`config.mk`:
```
export PLATFORM = sky130hd
export DESIGN_NAME = wb_ctrl
export DESIGN_NICKNAME = d
export VERILOG_FILES = /design/src/rtl/wb_ctrl.sv
export SDC_FILE = /design/constraint.sdc
export NUM_CORES = 1
export LEC_CHECK = 0
export ABC_AREA = 0
export CORE_AREA = 2 2 208 108
export CTS_CLUSTER_DIAMETER = 150
export DETAILED_ROUTE_END_ITERATION = 6
export DIE_AREA = 0 0 210 110
export PLACE_DENSITY_LB_ADDON = 0.15
export SYNTH_ARGS = -nofsm -noshare
export SYNTH_HDL_FRONTEND = slang
export SYNTH_SLANG_ARGS = --single-unit
```
`constraint.sdc`:
```
create_clock -name clk -period 2.2 [get_ports clk]
set_input_delay 0.22 -clock clk [delete_from_list [all_inputs] [get_ports clk]]
set_output_delay 0.22 -clock clk [all_outputs]
set_load 0.05 [all_outputs]
```
`src/rtl/wb_ctrl.sv`:
```
// wb_ctrl: write-back controller. Queues completed results in a small
// circular FIFO and drains them one at a time into the register file
// using a strobe/acknowledge handshake. Decode can ask whether a source
// register still has a write pending.
// Optional build macro WB_FORWARD_EN: when defined, q_rs1_fwd/q_rs2_fwd
// carry the youngest pending value for the queried register; otherwise
// they are tied to zero.

`ifndef RF_NOP
`define RF_NOP 2'b00
`endif
`ifndef RF_WRITE
`define RF_WRITE 2'b01
`endif
`ifndef RF_FINISHED
`define RF_FINISHED 2'b10
`endif

module wb_ctrl #(
    parameter int unsigned LEN   = 32,
    parameter int unsigned DEPTH = 4
) (
    input  logic           clk,
    input  logic           rst,
    input  logic           rdy_in,
    input  logic           res_valid,
    input  logic [4:0]     res_rd,
    input  logic [LEN-1:0] res_data,
    output logic           res_ready,
    input  logic [4:0]     q_rs1,
    input  logic [4:0]     q_rs2,
    output logic           q_rs1_busy,
    output logic           q_rs2_busy,
    output logic [LEN-1:0] q_rs1_fwd,
    output logic [LEN-1:0] q_rs2_fwd,
    output logic [1:0]     rf_signal,
    output logic [4:0]     rf_rd,
    output logic [LEN-1:0] rf_data,
    output logic           write_back_enabled,
    input  logic [1:0]     rf_status
);

    localparam int unsigned PTR_W = $clog2(DEPTH);

    typedef logic [PTR_W-1:0] ptr_t;
    typedef logic [PTR_W:0]   cnt_t;
    typedef enum logic [1:0] {IDLE, ISSUE, WAIT_ACK} state_t;

    state_t           state_q, state_d;
    ptr_t             head_q, head_d;
    ptr_t             tail_q, tail_d;
    cnt_t             count_q, count_d;
    logic [DEPTH-1:0] valid_q, valid_d;
    logic [4:0]       rd_q   [DEPTH];
    logic [4:0]       rd_d   [DEPTH];
    logic [LEN-1:0]   data_q [DEPTH];
    logic [LEN-1:0]   data_d [DEPTH];
    logic             push;
    logic             pop;

    // Accept/pop decisions; ready depends on registered count only
    always_comb begin
        res_ready = rdy_in && !rst && (count_q < cnt_t'(DEPTH));
        push      = res_valid && res_ready && (res_rd != 5'd0);
        pop       = rdy_in && (state_q == WAIT_ACK) && (rf_status == `RF_FINISHED);
    end

    // Queue next-state: write at tail, retire at head, track occupancy
    always_comb begin
        head_d  = head_q;
        tail_d  = tail_q;
        valid_d = valid_q;
        rd_d    = rd_q;
        data_d  = data_q;
        if (push) begin
            valid_d[tail_q] = 1'b1;
            rd_d[tail_q]    = res_rd;
            data_d[tail_q]  = res_data;
            tail_d          = tail_q + 1'b1;
        end
        if (pop) begin
            valid_d[head_q] = 1'b0;
            head_d          = head_q + 1'b1;
        end
        unique case ({push, pop})
            2'b10:   count_d = count_q + 1'b1;
            2'b01:   count_d = count_q - 1'b1;
            default: count_d = count_q;
        endcase
    end

    // FSM next-state; a pop with work remaining goes straight back to ISSUE
    always_comb begin
        state_d = state_q;
        if (rdy_in) begin
            unique case (state_q)
                IDLE:     if (count_q != '0) state_d = ISSUE;
                ISSUE:    state_d = WAIT_ACK;
                WAIT_ACK: if (pop) state_d = (count_d != '0) ? ISSUE : IDLE;
                default:  state_d = IDLE;
            endcase
        end
    end

    // Register-file command: one write strobe per ISSUE visit
    always_comb begin
        rf_signal          = `RF_NOP;
        write_back_enabled = 1'b0;
        rf_rd              = '0;
        rf_data            = '0;
        if (state_q == ISSUE) begin
            rf_signal          = `RF_WRITE;
            write_back_enabled = 1'b1;
            rf_rd              = rd_q[head_q];
            rf_data            = data_q[head_q];
        end
    end

    // Busy lookup over all valid entries; x0 is never busy
    always_comb begin
        q_rs1_busy = 1'b0;
        q_rs2_busy = 1'b0;
        for (int unsigned i = 0; i < DEPTH; i++) begin
            if (valid_q[ptr_t'(i)] && (rd_q[ptr_t'(i)] == q_rs1)) q_rs1_busy = 1'b1;
            if (valid_q[ptr_t'(i)] && (rd_q[ptr_t'(i)] == q_rs2)) q_rs2_busy = 1'b1;
        end
        if (q_rs1 == 5'd0) q_rs1_busy = 1'b0;
        if (q_rs2 == 5'd0) q_rs2_busy = 1'b0;
    end

`ifdef WB_FORWARD_EN
    // Forward lookup: scan oldest to youngest so the last match wins
    always_comb begin
        ptr_t idx;
        idx       = '0;
        q_rs1_fwd = '0;
        q_rs2_fwd = '0;
        for (int unsigned i = 0; i < DEPTH; i++) begin
            idx = head_q + ptr_t'(i);
            if (valid_q[idx] && (rd_q[idx] == q_rs1) && (q_rs1 != 5'd0)) q_rs1_fwd = data_q[idx];
            if (valid_q[idx] && (rd_q[idx] == q_rs2) && (q_rs2 != 5'd0)) q_rs2_fwd = data_q[idx];
        end
    end
`else
    // Forwarding not built: outputs tied low
    always_comb begin
        q_rs1_fwd = '0;
        q_rs2_fwd = '0;
    end
`endif

    // Control state; reset abandons any in-flight write immediately
    always_ff @(posedge clk) begin
        if (rst) begin
            state_q <= IDLE;
            head_q  <= '0;
            tail_q  <= '0;
            count_q <= '0;
            valid_q <= '0;
        end else begin
            state_q <= state_d;
            head_q  <= head_d;
            tail_q  <= tail_d;
            count_q <= count_d;
            valid_q <= valid_d;
        end
    end

    // Entry payload storage; meaning is governed by valid_q
    always_ff @(posedge clk) begin
        rd_q   <= rd_d;
        data_q <= data_d;
    end

endmodule

```
* Word-level counts from Yosys, hierarchy flattened
Cells that the tools add are included.
Cells by class: add/subtract/negate cells 4, order comparisons 8, equality and inequality tests 15, mux-type cells 37, bitwise logic cells 5, reductions and logical operators 25
Operators by type and width (number):
- bitwise mux 128 bit | 1
- two-way mux 32 bit | 4
- binary-select mux 32 bit (select 2 bit) | 1
- demux 32 bit (select 2 bit) | 1
- == test 5 bit | 8
- bitwise mux 20 bit | 1
- two-way mux 5 bit | 4
- logical AND 1 bit | 17
- two-way mux 1 bit | 15
- binary-select mux 5 bit (select 2 bit) | 1
- demux 5 bit (select 2 bit) | 1
- logical NOT 5 bit | 2
- two-way mux 4 bit | 2
- == test 2 bit (second input constant) | 3
- greater-or-equal comparator 3 bit (second input constant) | 2
- < comparator 2 x 3 -> 1 bit (second input constant) | 2
- NOT 2 -> 3 bit | 2
- case mux 2 bit (3 select lines) | 1
- case mux 3 bit (2 select lines) | 1
- nonzero test 3 bit | 2
- nonzero test 5 bit | 1
- adder 2 x 1 -> 2 bit (second input constant) | 2
- AND 4 bit | 1
- demux 1 bit (select 2 bit) | 2
- 13 further kinds | 17
Word-level totals: register bits 161, bits of input ports 53

* Logic depth before layout (Yosys ltp)
word-level depth 11, mapped depth 11, depth with buffers taken out 11

* Worst setup path before layout
No wires, ideal clock.
path type register to register, start register count_q[2], end register state_q[0], library setup time 0.117 ns, data arrival time 2.763 ns, path slack -0.680 ns, cell stages (with the launch flop) 12, path buffers 0, clock period less this slack 2.880 ns, cell sequence dfxtp_1 nor3b_2 nand2_1 a21oi_2 inv_1 ha_1 fa_1 xnor2_1 nor2_1 xnor2_1 o211ai_1 a22o_1
Between the ends: word-level cells in the longest chain between the ends 10, elaborated cells on any way between the ends 16, those cells by class 2 x add/sub; 1 x order compare; 3 x eq/ne; 4 x mux; 6 x reduce/logical
Ends and longest elaborated chain:
- start, declared | line 52 | cnt_t count_q, count_d;
- start signal, assigned | line 164 | count_q <= count_d;
- < comparator 3 bit (*) | line 63 | res_ready = rdy_in && !rst && (count_q < cnt_t'(DEPTH));
- logical AND 1 bit (*) | line 63
- named net res_ready | line 29 | output logic res_ready,
- logical AND 1 bit (*) (2 in a row) | line 64 | push = res_valid && res_ready && (res_rd != 5'd0);
- == test 2 x 1 -> 1 bit / == test 2 bit (equally long branches) | line 85 | unique case ({push, pop})
- case mux 3 bit (2 select lines) (*) | line 85
- nonzero test 3 bit (*) | line 99 | WAIT_ACK: if (pop) state_d = (count_d != '0) ? ISSUE : IDLE;
- two-way mux 1 bit (*) | line 99
- two-way mux 2 bit (*) | line 99
- case mux 2 bit (3 select lines) (*) | line 96 | unique case (state_q)
- end signal, assigned | line 161 | state_q <= state_d;
- end, declared | line 49 | state_t state_q, state_d;
The timed path passes the listed nets; every way through them passes the cells marked *. The select of a mux whose other input is x is not followed. A chain may end at the register's enable or synchronous reset.

* Worst setup path after layout
start register rd_q[10] in the netlist's numbering, end output port q_rs2_busy
Between the ends: word-level cells in the longest chain between the ends 6
Ends and longest elaborated chain:
- start, declared | line 54 | logic [4:0] rd_q [DEPTH];
- start signal, assigned | line 171 | rd_q <= rd_d;
- == test 5 bit | line 125 | if (valid_q[ptr_t'(i)] && (rd_q[ptr_t'(i)] == q_rs2)) q_rs2_busy = 1'b1;
- logical AND 1 bit | line 125
- two-way mux 1 bit (3 in a row) | line 125
- two-way mux 1 bit | line 128 | if (q_rs2 == 5'd0) q_rs2_busy = 1'b0;
- end, declared | line 33 | output logic q_rs2_busy,
No other way between the ends.

==> results.md <==
| Stage | Result | Value |
| --- | --- | --- |
| timing | Final hold slack | 0.435 ns |
| place | Global placement routability congestion | 0.819 |
| timing | Tightest slew margin relative to the limit | 66.4% |
| worst setup path | Stages on the worst setup path | 6 |
| cells and area | Area Growth Syn to Fin | 30.0% |
| synthesis | Yosys warnings | 0 |
| timing | Crit share post-route | 101% |
| worst setup path | Worst path arrival time | 2.01 ns |
| place | Placed inst area | 8610 um^2 |
| grt | Pin count of the biggest net entering global routing | 31 |
| cells and area | End-of-flow core utilization | 44.8% |
| worst setup path | CP cell instances | xor2_1, nor4_2, nand3_1, nand4_1, o21a_1, buf_12 |
| die | Row Count | 38 |
| power | Max rail drop VDD | 537 uV |
| cts | Number of hold buffers added after cts | 0 |
| synthesis | Top cells by area, synth | edfxtp_1 61%, mux4_2 11%, buf_4 6.8% |
| worst setup path | Capture point of the critical path | q_rs2_busy |
| power | Power density over the cells | 715 nW/um^2 |
| cts | Number of buffers inserted during clock tree synthesis | 17 |
| flow run | Max Cap Violations | 0 |
| cts | CTS tree | built |
| timing | Smallest setup slack after layout | -0.0303 ns |
| detailed routing | Ratio of routed vias to standard cells | 4.49 |
| outcome | Outcome | finished, violations left |
| timing | Accumulated negative setup slack | -0.0497 ns |
| cells and area | Commonest non-fill, non-tap cells in the layout | 148 x edfxtp_1, 65 x conb_1, 52 x clkdlybuf4s50_1 |
| detailed routing | Total length of routed wires | 16000 um |
| cells and area | Fraction of layout cells with a size suffix above 1 | 33.7% |
| worst setup path | Peak fanout along the critical path | 3 |
| cells and area | Most common library cell in the layout ignoring fill and taps | edfxtp_1 |
| detailed routing | First drt pass iteration count | 4 |
| cts | Clock transition at path regs | 0.07 ns |
| cells and area | Nets | 643 |
| die | Core area | 21300 um^2 |
| timing | Unrepaired setup endpoints after global routing | yes |
| cts | Maximum root-to-sink buffer count | 2 |
| synthesis | Part of the Yosys area used for sequential elements | 64.2% |
| place | Dpl hpwl | 10700 um |
| timing | Final count of hold timing violations | 0 |
| outcome | Violations in the final reports | negative setup slack |
| timing | Transition time at the pin with the least slew margin | 0.503 ns |
| die | Initial cell density of the core | 34.5% |
| detailed routing | Count of unresolved DRC violations after routing | 0 |
| min path | Min-Delay Path Class | primary input to register |
| power | Leakage power | 3.37 nW |
| worst setup path | Endpoint type of the worst setup path | output port |
| worst setup path | Number of cells traversed by the worst register-to-register path | 11 |
| die | Top-level I/O count | 160 |
| timing | Worst clock skew on the final layout | 0.00702 ns |
| detailed routing | Vias | 3922 |
| synthesis | Post-synth top area cell | edfxtp_1 |
| worst setup path | Worst endpoint required time | 1.98 ns |
| worst setup path | Launch instance of the worst register-to-register path | count_q[2] |
| worst setup path | Flop-to-flop setup slack | -0.02 ns |
| worst setup path | Worst R2R End | state_q[0] |
| worst setup path | Kind of cell adding the most delay to the critical path | simple AND/OR/NAND/NOR gates |
| die | X dimension of the die | 210 um |
| detailed routing | Post-DRT Antenna Nets | 0 |
| cts | Number of sinks driven by the clock tree | 161 |
| synthesis | Syn Inst Count | 451 |
| die | Die footprint | 23100 um^2 |
| place | Placed insts | 832 |
| worst setup path | Bufs and invs on worst path | 1 |
| synthesis | Syn Std Cell Area | 7320 um^2 |
| cts | Clock insertion delay at the later pin of the skew report | 0.42 ns |
| timing | Max-slew violation count | 0 |
| grt | Remaining Overflow, GRT | 0 |
| grt | First-pass GRT wire length | 23800 um |
| synthesis | Average cell area after synthesis | 16.2 um^2 |
| grt | Number of global-route vias before repair | 4073 |
| detailed routing | Post-detailed-route wirelength per cell | 18.4 um |
| worst setup path | Path type of the worst setup path | register to output port |
| cells and area | Diodes inserted | 0 |
| timing | Maximum clock frequency | 448 MHz |
| synthesis | Fraction of synthesized cell area taken by the top area cell type | 60.7% |
| cts | Count of H-tree levels built during CTS | 4 |
| timing | Setup violators final | 2 |
| worst setup path | Worst Setup SP | rd_q[10] |
| grt | Global-route usage over all layers | 14.4% |
| die | Die Y-Extent | 110 um |
| min path | Startpoint of the most critical hold path | res_data[25] |
| grt | Initial antenna violation count | 1 |
| worst setup path | Critical path's largest stage delay | 0.44 ns |
| cells and area | Non-Filler Cell Area, Final | 9520 um^2 |
| detailed routing | Initial DRC Count | 176 |
| worst setup path | Slowest cell on the critical path | edfxtp_1 |
| cts | Root buffer cell | clkbuf_16 |
| place | Port buffer count | 94 |
| worst setup path | Element type at the critical path start | register |
| synthesis | Post-synthesis sequential element count | 161 |
| cells and area | Finished Layout Cells | 873 |
| timing | Final Critical Period | 2.23 ns |
| synthesis | Number of different library cells in the post-synthesis netlist | 35 |
[where the power goes]
group          internal, mW  leakage (nW)  switching (mW)  total [mW]
clock                  1.48         0.273            1.28        2.76
combinational         0.211          1.66           0.455       0.666
sequential             3.37          1.44          0.0160        3.39
[final cells by class]
class / count / area (um^2)
fillers: 1891 / 11700
flip-flops and latches: 161 / 4710
multi-input cells: 259 / 2380
repair buffers: 136 / 1510
clock buffers: 17 / 425
well taps: 280 / 350
clock inverters: 15 / 125
inverters: 5 / 18.8
[per-layer routing]
layer  vias to the layer above  GRT usage (%)  part of all wire, %
li1                       1802              -                    -
met5                         -              0                0.081
met4                         2           4.26                 0.92
met2                        93           22.5                   45
met1                      2008           19.7                   49
met3                        17           4.22                  5.0
[cell usage after synthesis]
master	count
dfxtp_1	13
nor2_1	12
mux4_2	37
a22oi_1	1
inv_1	5
nor3b_1	2
a21oi_2	1
o21ai_0	1
buf_4	66
nand4_1	2
buf_2	5
o21a_1	6
o211ai_1	1
fa_1	1
a22o_1	1
a21oi_1	5
or4_1	2
nor4b_1	1
and4b_1	1
conb_1	1
buf_6	2
nand3_1	8
and2_1	41
xnor2_1	12
xor2_1	33
buf_1	3
clkbuf_1	14
nor4_1	8
mux2i_1	3
nand2_1	1
nor3b_2	1
nor2b_1	2
ha_1	9
edfxtp_1	148
nor3_1	2
[stage by stage]
stage	worst slack, ns	power [mW]
2_1_floorplan	-0.401	3.97
3_3_place_gp	-0.396	4.09
3_5_place_dp	-0.456	4.09
4_1_cts	-0.0456	6.88
5_1_grt	-0.139	7.09
6_report	-0.0303	6.81
[how the worst min path moves through the flow]
stage,to,slack (ns),cells after the start
after floorplan,data_q[0],0.32,0
after global placement,valid_q[2],0.52,1
after detailed placement,valid_q[2],0.53,1
after CTS,data_q[80],0.41,1
after global routing,data_q[122],0.42,1
final,data_q[57],0.43,1
[registers in the layout, indices dropped and copies added, names as in the netlist]
signal and count:
data_q 128, rd_q 20, valid_q 4, count_q 3
head_q 2, state_q 2, tail_q 2
[cells by family (layout without fill, tap and decap cells)]
family / count (synthesis) / after routing / share of synthesized area, %
AOI/OAI and AO/OA: 16 / 16 / 1.47
xor gates and xnor gates: 45 / 45 / 5.38
adders and majority gates: 10 / 10 / 1.81
buffers and inverters: 95 / 173 / 8.54
DFF: 161 / 161 / 64.2
muxes: 40 / 40 / 11.8
other: 1 / 65 / 0.0512
and+or+nand+nor: 83 / 83 / 6.71
[timing repair]
action | CTS | global route
setup buffers | 3 | 6
setup endpoints to repair | 38 | 18
gates cloned | 0 | 2
pin swaps | 8 | 10
gates resized for setup | 6 | 71
Note: power is estimated with default switching activity, not from simulation.
